**config.mk**
```make
export PLATFORM = sky130hd
export DESIGN_NAME = key_mat_add
export DESIGN_NICKNAME = d
export VERILOG_FILES = /design/src/rtl/key_mat_add.sv
export SDC_FILE = /design/constraint.sdc
export NUM_CORES = 1
export LEC_CHECK = 0
export CORE_MARGIN = 5
export CORE_UTILIZATION = 40
export CTS_CLUSTER_SIZE = 8
export DETAILED_ROUTE_END_ITERATION = 10
export PLACE_DENSITY = 0.7
export SLEW_MARGIN = 25
export SYNTH_ARGS = -nofsm -noshare
export SYNTH_HDL_FRONTEND = slang
export SYNTH_SLANG_ARGS = --single-unit
export TNS_END_PERCENT = 5
```
**constraint.sdc**
```tcl
create_clock -name i_clk -period 3.95 [get_ports i_clk]
set_input_delay 0.79 -clock i_clk [delete_from_list [all_inputs] [get_ports i_clk]]
set_output_delay 0.79 -clock i_clk [all_outputs]
set_load 0.005 [all_outputs]
```
**src/rtl/key_mat_add.sv**
```systemverilog
// Lane-wise modular add/subtract of two NBAR x NBAR matrices streamed from
// synchronous RAMs; one 64-bit result word is written per cycle.
module key_mat_add #(
  parameter int NBAR      = 8,
  parameter int T         = 4,
  parameter int WORD_SIZE = 16 * T,
  parameter int N_WORDS   = NBAR * NBAR / T,
  localparam int ADDR_W   = $clog2(N_WORDS)
) (
  input  logic                 i_clk,
  input  logic                 i_rst,
  input  logic                 i_start,
  input  logic [2:0]           i_sec_level,
  input  logic                 i_sub,
  output logic                 o_rd_en,
  output logic [ADDR_W-1:0]    o_rd_addr,
  input  logic [WORD_SIZE-1:0] i_k_mat,
  input  logic [WORD_SIZE-1:0] i_v_mat,
  output logic [WORD_SIZE-1:0] o_c_mat,
  output logic [ADDR_W-1:0]    o_c_mat_addr,
  output logic                 o_c_mat_wen,
  output logic                 o_done
);

  localparam logic [ADDR_W-1:0] LAST_ADDR = ADDR_W'(N_WORDS - 1);

  typedef enum logic [1:0] {IDLE, RUN, DRAIN, DONE} state_t;

  state_t                 state_reg, state_next;
  logic [ADDR_W-1:0]      rd_addr_reg;
  logic                   q15_reg;
  logic                   sub_reg;
  logic                   s1_valid_reg;
  logic [ADDR_W-1:0]      s1_addr_reg;
  logic [WORD_SIZE-1:0]   c_mat_reg;
  logic [ADDR_W-1:0]      c_addr_reg;
  logic                   c_wen_reg;
  logic [WORD_SIZE-1:0]   lane_result;

  // State register
  always_ff @(posedge i_clk) begin
    if (i_rst) begin
      state_reg <= IDLE;
    end else begin
      state_reg <= state_next;
    end
  end

  // Next-state logic
  always_comb begin
    state_next = state_reg;
    case (state_reg)
      IDLE:    if (i_start) state_next = RUN;
      RUN:     if (rd_addr_reg == LAST_ADDR) state_next = DRAIN;
      DRAIN:   if (c_wen_reg && (c_addr_reg == LAST_ADDR)) state_next = DONE;
      DONE:    state_next = IDLE;
      default: state_next = IDLE;
    endcase
  end

  // Output logic
  always_comb begin
    o_rd_en = 1'b0;
    o_done  = 1'b0;
    case (state_reg)
      RUN:     o_rd_en = 1'b1;
      DONE:    o_done  = 1'b1;
      default: ;
    endcase
  end

  // Read address generation and mode latch; mode only changes on an accepted start
  always_ff @(posedge i_clk) begin
    if (i_rst) begin
      rd_addr_reg <= '0;
      q15_reg     <= 1'b0;
      sub_reg     <= 1'b0;
    end else if (state_reg == IDLE && i_start) begin
      rd_addr_reg <= '0;
      q15_reg     <= (i_sec_level == 3'd1);
      sub_reg     <= i_sub;
    end else if (state_reg == RUN) begin
      rd_addr_reg <= rd_addr_reg + 1'b1;
    end
  end

  // Separate 16-bit arithmetic per lane keeps carries/borrows inside each lane
  for (genvar gi = 0; gi < T; gi++) begin : g_lane
    logic [15:0] v_lane;
    logic [15:0] k_lane;
    logic [15:0] sum_lane;
    assign v_lane   = i_v_mat[16*gi +: 16];
    assign k_lane   = i_k_mat[16*gi +: 16];
    assign sum_lane = sub_reg ? (v_lane - k_lane) : (v_lane + k_lane);
    assign lane_result[16*gi +: 16] = {sum_lane[15] & ~q15_reg, sum_lane[14:0]};
  end

  // Stage 1 tracks RAM read latency; stage 2 registers the result write
  always_ff @(posedge i_clk) begin
    if (i_rst) begin
      s1_valid_reg <= 1'b0;
      s1_addr_reg  <= '0;
      c_mat_reg    <= '0;
      c_addr_reg   <= '0;
      c_wen_reg    <= 1'b0;
    end else begin
      s1_valid_reg <= o_rd_en;
      s1_addr_reg  <= rd_addr_reg;
      c_wen_reg    <= s1_valid_reg;
      if (s1_valid_reg) begin
        c_mat_reg  <= lane_result;
        c_addr_reg <= s1_addr_reg;
      end
    end
  end

  assign o_rd_addr    = rd_addr_reg;
  assign o_c_mat      = c_mat_reg;
  assign o_c_mat_addr = c_addr_reg;
  assign o_c_mat_wen  = c_wen_reg;

endmodule

```
## After elaboration in Yosys (flattened, before gate mapping)

Index checks and enable logic that the tools add are counted.

| operators by class | value |
|---|---|
| $add $sub $neg | 9 |
| eq/ne operators | 9 |
| mux-type cells | 10 |
| bitwise gates (word level) | 5 |
| reduce and logical (&&, ||, !) cells | 5 |

Operator list:

| cell | number |
|---|---|
| adder 16 bit | 4 |
| 2-to-1 mux 16 bit | 4 |
| subtractor 16 bit | 4 |
| == test 4 bit (second input constant) | 2 |
| case mux 2 bit (4 select lines) | 1 |
| 2-to-1 mux 2 bit | 3 |
| inequality test 2 bit (second input constant) | 3 |
| adder 4 x 1 -> 4 bit (second input constant) | 1 |
| bitwise AND 1 bit | 4 |
| == test 2 bit (second input constant) | 2 |
| == test 3 x 1 -> 1 bit (second input constant) | 1 |
| AND reduction 3 bit | 1 |
| == test 2 x 1 -> 1 bit (second input constant) | 1 |
| logical AND 1 bit | 2 |
| zero test 2 bit | 1 |
| 2-to-1 mux 1 bit | 2 |
| OR reduction 2 bit | 1 |
| NOT 1 bit | 1 |

| word-level totals | value |
|---|---|
| bits in registers | 82 |
| output and inout port bits | 75 |
| logic and storage cells | 47 |

## Logic depth before layout (Yosys ltp)

Gate-level depths: netlist of run 1.

| logic depth | value |
|---|---|
| depth after elaboration | 4 |
| mapped depth | 15 |
| depth with buffers taken out | 15 |

## Least setup slack after synthesis of run 1

Ideal clock, no wire load.

| timing path | value |
|---|---|
| path type | in2reg |
| from | input i_k_mat[53] |
| to | register c_mat_reg[60], in the netlist o_c_mat[60] |
| arrival | 3270 ps |
| slack | 558 ps |
| cell stages on the path | 11 |
| path buffers | 0 |
| cell sequence | or3_1 -> nor3b_2 -> nor2_1 -> xnor2_1 -> ha_1 -> or4_1 -> a211oi_2 -> o41ai_1 -> a21oi_1 -> o21ai_1 -> a221o_1 |

| between the ends | value |
|---|---|
| word-level cells in the longest chain between the ends | 2 |
| elaborated cells between the ends (all ways) | 3 |

Ends and longest elaborated chain:

| element | RTL line | source |
|---|---|---|
| start, declared | 17 | `input logic [WORD_SIZE-1:0] i_k_mat,` |
| adder 16 bit / subtractor 16 bit (equally long branches) | 94 | `assign sum_lane = sub_reg ? (v_lane - k_lane) : (v_lane + k_lane);` |
| 2-to-1 mux 16 bit (*) | 94 |  |
| end signal, assigned | 111 | `c_mat_reg <= lane_result;` |
| end, declared | 35 | `logic [WORD_SIZE-1:0] c_mat_reg;` |

Every way passes the cells marked *; elsewhere a longest branch is shown, timed or not.
A chain may end at the register's enable or synchronous reset.

## Worst setup path in the final report of run 1

| timing path | value |
|---|---|
| from | input i_k_mat[53] |
| to | register c_mat_reg[62], in the netlist o_c_mat[62] |

The elaborated chain is that of the path after synthesis.

==> summary.txt, run 1 <==
Routing
  – Final WL: 20,300 um
  – Post-route ant nets: 0
  – Avg WL per Cell: roughly 15 um
  – DR pass1 iterations: 4
  – Initial DRC Count: 258
  – Via count: approximately 6,800
  – Vias per cell: 5.16
  – DR DRC count: 0

Synth
  – Synth Flop Type: dfxtp_1
  – Synth Register Bits: 82
  – Fraction of registers with async set/reset: 0%
  – Syn nets: 1,059
  – Area of the mapped netlist: 6810 sq um
  – Register area share after synthesis: 24.1%
  – YS warnings: 0
  – Syn Area/Cell: between 8 and 9 sq um
  – Number of flops mapped to enable cells by yosys: 0
  – Syn Inst Count: 850
  – Synth cell types: 59

Worst setup path
  – CP top delay family: simple AND/OR/NAND/NOR gates
  – Slowest CP cell: or4_1
  – CP Max Fanout: 3
  – Crit path depth: 13
  – Critical Path Sink Type: register
  – Slowest Stage Delay on Critical Path: around 0.57 ns
  – CP arrival: 3.89 ns
  – Crit path kind: in2reg
  – Startpoint types: input pin
  – CP bufs+invs: 1
  – Cell Chain, Critical Path: clkdlybuf4s50_1 > or3_1 > nor3b_2 > nor2_1 > xnor2_1 > ha_1 > or4_1 > a211oi_2 > or4_1 > o311ai_1 > xor2_1 > mux2i_1 > nor2_1
  – Worst R2R Path Depth: 10
  – Worst Path Required: around 4.2 ns

Clock tree
  – Cts hold-fix bufs: 0
  – H-tree level count: 3
  – Post-CTS setup buffers: 0
  – CTS max path bufs: 2
  – Num CTS Buffers: 9
  – Post-cts sizing count: 0
  – Clock Latency Late Sink: 0.34 ns
  – Clk sinks: a little over 80
  – Reg clk slew, reported paths: 0.07 ns
  – CTS Root Cell: clkbuf_16
  – TritonCTS clock tree: done

Global routing
  – Initial antenna violation count: 0
  – Largest net degree at the start of global routing: 65
  – Vias in the first global route: between 6,000 and 7,000
  – Tot GR Track Use: 20.2%
  – Gr ovfl total: 0
  – First-pass GRT wire length: between 30,000 and 40,000 um

Final layout
  – Layout Nets: 1,297
  – Layout area overhead: 42.6%
  – Most frequent cells in the layout: clkdlybuf4s50_1, nor2_1, xnor2_1, dfxtp_1, a21oi_1
  – Commonest non-fill, non-tap cell in the layout: clkdlybuf4s50_1
  – Fillers: 1,556
  – Number of flip-flops in the largest register: 64
  – Antenna Cells: 0
  – Share of cells above drive strength 1: ~6.7%
  – End-of-flow core utilization: 58.3%

Flow run
  – Max-Cap Viols: 0

Timing
  – Final Hold Vio Count: 0
  – Setup_tns: 0 ns
  – Max Clk Rate: 272 MHz
  – Tightest Pin Transition: 0.874 ns
  – Final slew viol count: 0
  – Worst hold margin: between 0.4 and 0.5 ns
  – # setup viols final: 0
  – Period utilization: 93.1%
  – RSZ-0062 raised after global routing: false
  – Clock skew: approximately 0.0077 ns
  – Max transition margin: 41.5%
  – Final worst path period need: 3.68 ns
  – Final worst setup slack: between 0.2 and 0.3 ns

Placed design
  – Gpl congestion: approximately 0.86
  – Worst slack, placed: -0.0510 ns
  – Final HPWL DP: ~16,000 um
  – IO Port Bufs: about 210

Worst hold path
  – Hold Path Class: reg2reg
  – WHS Path Cells: 2

Die
  – Die Y: 140 um
  – Die X: 140 um
  – Initial Utilization: slightly above 40%
  – Rows: 47
  – Die area: 19,700 sq um
  – Core Region: between 15,000 and 20,000 sq um
  – Ports: 210

Power and ir drop
  – Leak pwr: 3.85 nW
  – Total power: roughly 4.3 mW
  – Power density over the cells: ~450 nW/um^2
  – Max IR drop VDD: roughly 240 uV

Status
  – Outcome: finished, final reports clean
-- stage by stage --
step / area, sq um / cells
2_1_floorplan: 6810 / 850
3_3_place_gp: 9420 / 1297
3_5_place_dp: 9420 / 1297
4_1_cts: 9710 / 1313
5_1_grt: 9710 / 1313
6_report: 9710 / 1313
-- kinds of logic (layout without fill, tap and decap cells) --
group           count (synthesis)  after routing  share of synthesized area [%]
buf+inv                        80            323                           4.41
simple gates                  252            252                           17.3
mux                            41             41                           6.02
flops                          82             82                           24.1
fa+ha+maj                      74             74                           14.0
compound gates                216            216                           20.6
xor+xnor                      105            105                           13.5
-- synthesized netlist by cell type (4+ instances only) --
| cell | n | area [sq um] |
|---|---|---|
| nor2_1 | 112 | 420 |
| xnor2_1 | 86 | 753 |
| dfxtp_1 | 82 | 1640 |
| a21oi_1 | 75 | 375 |
| ha_1 | 70 | 876 |
| inv_1 | 54 | 203 |
| mux2i_1 | 41 | 410 |
| nand2_1 | 36 | 135 |
| nor3_1 | 29 | 145 |
| o21ai_0 | 26 | 130 |
| clkbuf_1 | 22 | 82.6 |
| xor2_1 | 19 | 166 |
| nor2b_1 | 17 | 106 |
| a211oi_1 | 16 | 120 |
| o21a_1 | 13 | 97.6 |
| a21o_1 | 12 | 90.1 |
| nand2b_1 | 12 | 75.1 |
| nand3_1 | 12 | 60.1 |
| a31oi_1 | 11 | 68.8 |
| o21ai_1 | 11 | 55.1 |
| and3_1 | 6 | 37.5 |
| o211ai_1 | 6 | 45.0 |
| nor4_1 | 5 | 31.3 |
| or3_1 | 5 | 31.3 |
| or4_1 | 5 | 37.5 |
| a22o_1 | 4 | 35.0 |
| a32oi_1 | 4 | 35.0 |
| buf_1 | 4 | 15.0 |
| fa_1 | 4 | 80.1 |
| nand4_1 | 4 | 25.0 |
-- worst register-to-register path: stages (launching register included) --
cell      delay, ns
dfxtp_2        0.61
buf_12         0.26
mux2i_1        0.33
ha_1           0.29
nor2b_1        0.14
o31ai_1        0.27
a21oi_1        0.17
a21oi_1        0.29
a21boi_1       0.14
mux2i_1        0.14
a221o_1        0.33
-- layer usage --
| layer | global-route usage [%] | share of wire [%] | up-vias |
|---|---|---|---|
| li1 | - | - | 3501 |
| met1 | 25.7 | 46 | 3072 |
| met2 | 33.5 | 47 | 179 |
| met3 | 4.53 | 5.7 | 25 |
| met4 | 7.19 | 2.1 | 0 |
| met5 | 0 | 0 | - |
-- path summary, 6_finish.rpt --
check | from | end | slack (ns)
worst max register to register | sub_reg | o_c_mat[13] | 0.88
worst min-delay path | o_c_mat[27] | o_c_mat[27] | 0.46
worst min register to register | o_c_mat[27] | o_c_mat[27] | 0.46
worst max-delay path | i_k_mat[53] | o_c_mat[62] | 0.27
-- power breakdown --
part	total (mW)	switching, mW	internal [mW]
sequential	1.11	0.120	0.987
combinational	2.43	1.17	1.26
clock	0.812	0.363	0.449
total	4.35	1.65	2.69
-- cell type report --
cell class,instances,area [sq um],area share [%]
multi-input combinational,688,4870,50.1
timing repair buffer,253,2430,25.0
sequential,82,1650,17.0
tap,220,275,2.83
clock buffer,10,239,2.46
inverter,54,203,2.09
clock inverter,6,47.5,0.490
No activity file was read; power rests on OpenSTA's default activity.
==> run 2: changes to the inputs <==
--- a/config.mk
+++ b/config.mk
@@ -9,7 +9,7 @@
 export CORE_UTILIZATION = 40
 export CTS_CLUSTER_SIZE = 8
 export DETAILED_ROUTE_END_ITERATION = 10
-export PLACE_DENSITY = 0.7
+export PLACE_DENSITY = 0.75
 export SLEW_MARGIN = 25
 export SYNTH_ARGS = -nofsm -noshare
 export SYNTH_HDL_FRONTEND = slang
==> summary.txt, run 2 (synthesis results as in run 1) <==
Timing
  – Setup_tns: 0 ns (unchanged)
  – Worst hold margin: 0.447 ns (was 0.456 ns)
  – Tightest Pin Transition: 0.730 ns (was 0.874 ns)
  – Max transition margin: 51.2% (was 41.5%)
  – Period utilization: 91.4% (was 93.1%)
  – Final slew viol count: 0 (unchanged)
  – Final worst path period need: 3.61 ns (was 3.68 ns)
  – RSZ-0062 raised after global routing: false (unchanged)
  – # setup viols final: 0 (unchanged)
  – Final Hold Vio Count: 0 (unchanged)
  – Clock skew: 0.0125 ns (was 0.00768 ns)
  – Max Clk Rate: 277 MHz (was 272 MHz)

Worst setup path
  – Crit path kind: in2reg (unchanged)
  – Startpoint types: input pin (unchanged)
  – CP Max Fanout: 3 (unchanged)
  – Worst r2r src: sub_reg (unchanged)
  – Worst Path Required: 4.19 ns (was 4.17 ns)
  – Crit path from: i_k_mat[48] (was i_k_mat[53])
  – Critical Path Sink Type: register (unchanged)
  – CP arrival: 3.85 ns (was 3.89 ns)

Clock tree
  – Clk sinks: 82 (unchanged)
  – CTS max path bufs: 2 (unchanged)
  – Num CTS Buffers: 9 (unchanged)
  – Clock Latency Late Sink: 0.34 ns (about the same)
  – Post-CTS setup buffers: 0 (unchanged)
  – Post-cts sizing count: 0 (unchanged)
  – Cts hold-fix bufs: 0 (unchanged)
  – Reg clk slew, reported paths: 0.07 ns (about the same)
  – H-tree level count: 3 (unchanged)
  – CTS Root Cell: clkbuf_16 (unchanged)
  – TritonCTS clock tree: done (unchanged)

Routing
  – Final WL: 20,200 um (was 20,300 um)
  – Initial DRC Count: 245 (was 258)
  – Post-route ant nets: 0 (unchanged)
  – Avg WL per Cell: 15.4 um (was 15.5 um)
  – Via count: 6,813 (was 6,777)
  – DR DRC count: 0 (unchanged)
  – DR pass1 iterations: 4 (unchanged)
  – Vias per cell: 5.21 (was 5.16)

Flow run
  – Max-Cap Viols: 0 (unchanged)

Placed design
  – Final HPWL DP: 16,200 um (about the same)
  – Gpl congestion: 0.879 (was 0.863)
  – IO Port Bufs: 209 (unchanged)

Final layout
  – Layout area overhead: 42.0% (was 42.6%)
  – Register area: 1650 sq um (unchanged)
  – Most frequent cells in the layout: clkdlybuf4s50_1, nor2_1, xnor2_1, dfxtp_1, a21oi_1 (unchanged)
  – Area occupied by multi-input gates: 4870 sq um (unchanged)
  – Share of cells above drive strength 1: 6.07% (was 6.68%)
  – Fillers: 1,519 (was 1,556)
  – Commonest non-fill, non-tap cell in the layout: clkdlybuf4s50_1 (unchanged)
  – Antenna Cells: 0 (unchanged)
  – Number of flip-flops in the largest register: 64 (unchanged)
  – Layout Nets: 1,291 (was 1,297)

Die
  – Die X: 140 um (unchanged)
  – Die area: 19,700 sq um (unchanged)
  – Die Y: 140 um (unchanged)
  – Core Region: 16,600 sq um (unchanged)
  – Initial Utilization: 40.9% (unchanged)
  – Rows: 47 (unchanged)
  – Ports: 210 (unchanged)

Global routing
  – First-pass GRT wire length: 32,200 um (was 32,500 um)
  – Vias in the first global route: 6,678 (was 6,610)
  – Largest net degree at the start of global routing: 64 (was 65)
  – Gr ovfl total: 0 (unchanged)
  – Tot GR Track Use: 19.8% (was 20.2%)
  – Initial antenna violation count: 0 (unchanged)

Worst hold path
  – Hold Crit Start: o_c_mat[45] (was o_c_mat[27])
  – Hold Path Class: reg2reg (unchanged)

Status
  – Outcome: finished, final reports clean (unchanged)

Power and ir drop
  – Leak pwr: 3.83 nW (was 3.85 nW)
  – Max IR drop VDD: 216 uV (was 236 uV)
  – Power density over the cells: 454 nW/um^2 (was 448 nW/um^2)
## run 2: critical path, cell delays in order
cell,delay (ns)
clkdlybuf4s50_1,0.51
inv_1,0.05
ha_1,0.21
nand2b_1,0.13
nor2_1,0.06
nor2_1,0.12
xnor2_1,0.15
ha_1,0.30
o21a_1,0.22
o21ai_1,0.25
a2111oi_1,0.12
a211o_1,0.34
o41ai_2,0.31
xnor2_1,0.11
a22o_1,0.19
## run 2: routing by layer
layer  GRT usage, %  vias up  share of wire, %
met5              0        -                 0
met4           6.53        0               2.3
met3           4.16       28               5.4
met2           33.2      172                47
met1           25.3     3140                46
li1               -     3473                 -
## run 2: report_power, final
group	internal (mW)	switching [mW]
clock network	0.512	0.360
logic	1.24	1.14
registers	0.987	0.149
## run 2: area by class of cell
| type | instances | share of cell area [%] |
|---|---|---|
| multi-input cells | 688 | 50.3 |
| flip-flops and latches | 82 | 17.0 |
| repair buffers | 247 | 24.5 |
| clock buffers | 11 | 2.51 |
| inverters | 54 | 2.10 |
| clock inverters | 5 | 0.660 |
| well taps | 220 | 2.85 |
## run 2: worst paths after layout
kind                       to  slack [ns]  cells after the start
hold reg to reg   o_c_mat[45]        0.45                      2
setup reg to reg  o_c_mat[13]        0.84                     10
hold / removal    o_c_mat[45]        0.45                      2
setup / recovery  o_c_mat[63]        0.34                     15
## run 2: through the flow
stage / instances / worst slack [ns] / power [mW] / util, % / instance area, sq um
finish: 1307 / 0.341 / 4.39 / 58.1 / 9670
global route: 1307 / 0.109 / 4.73 / 58.1 / 9670
CTS: 1307 / 0.392 / 4.42 / 58.1 / 9670
detailed placement: 1291 / 0.0364 / 3.53 / 56.3 / 9370
global placement: 1291 / 0.0709 / 3.50 / 56.3 / 9370
floorplan: 850 / 0.558 / 2.64 / - / 6810
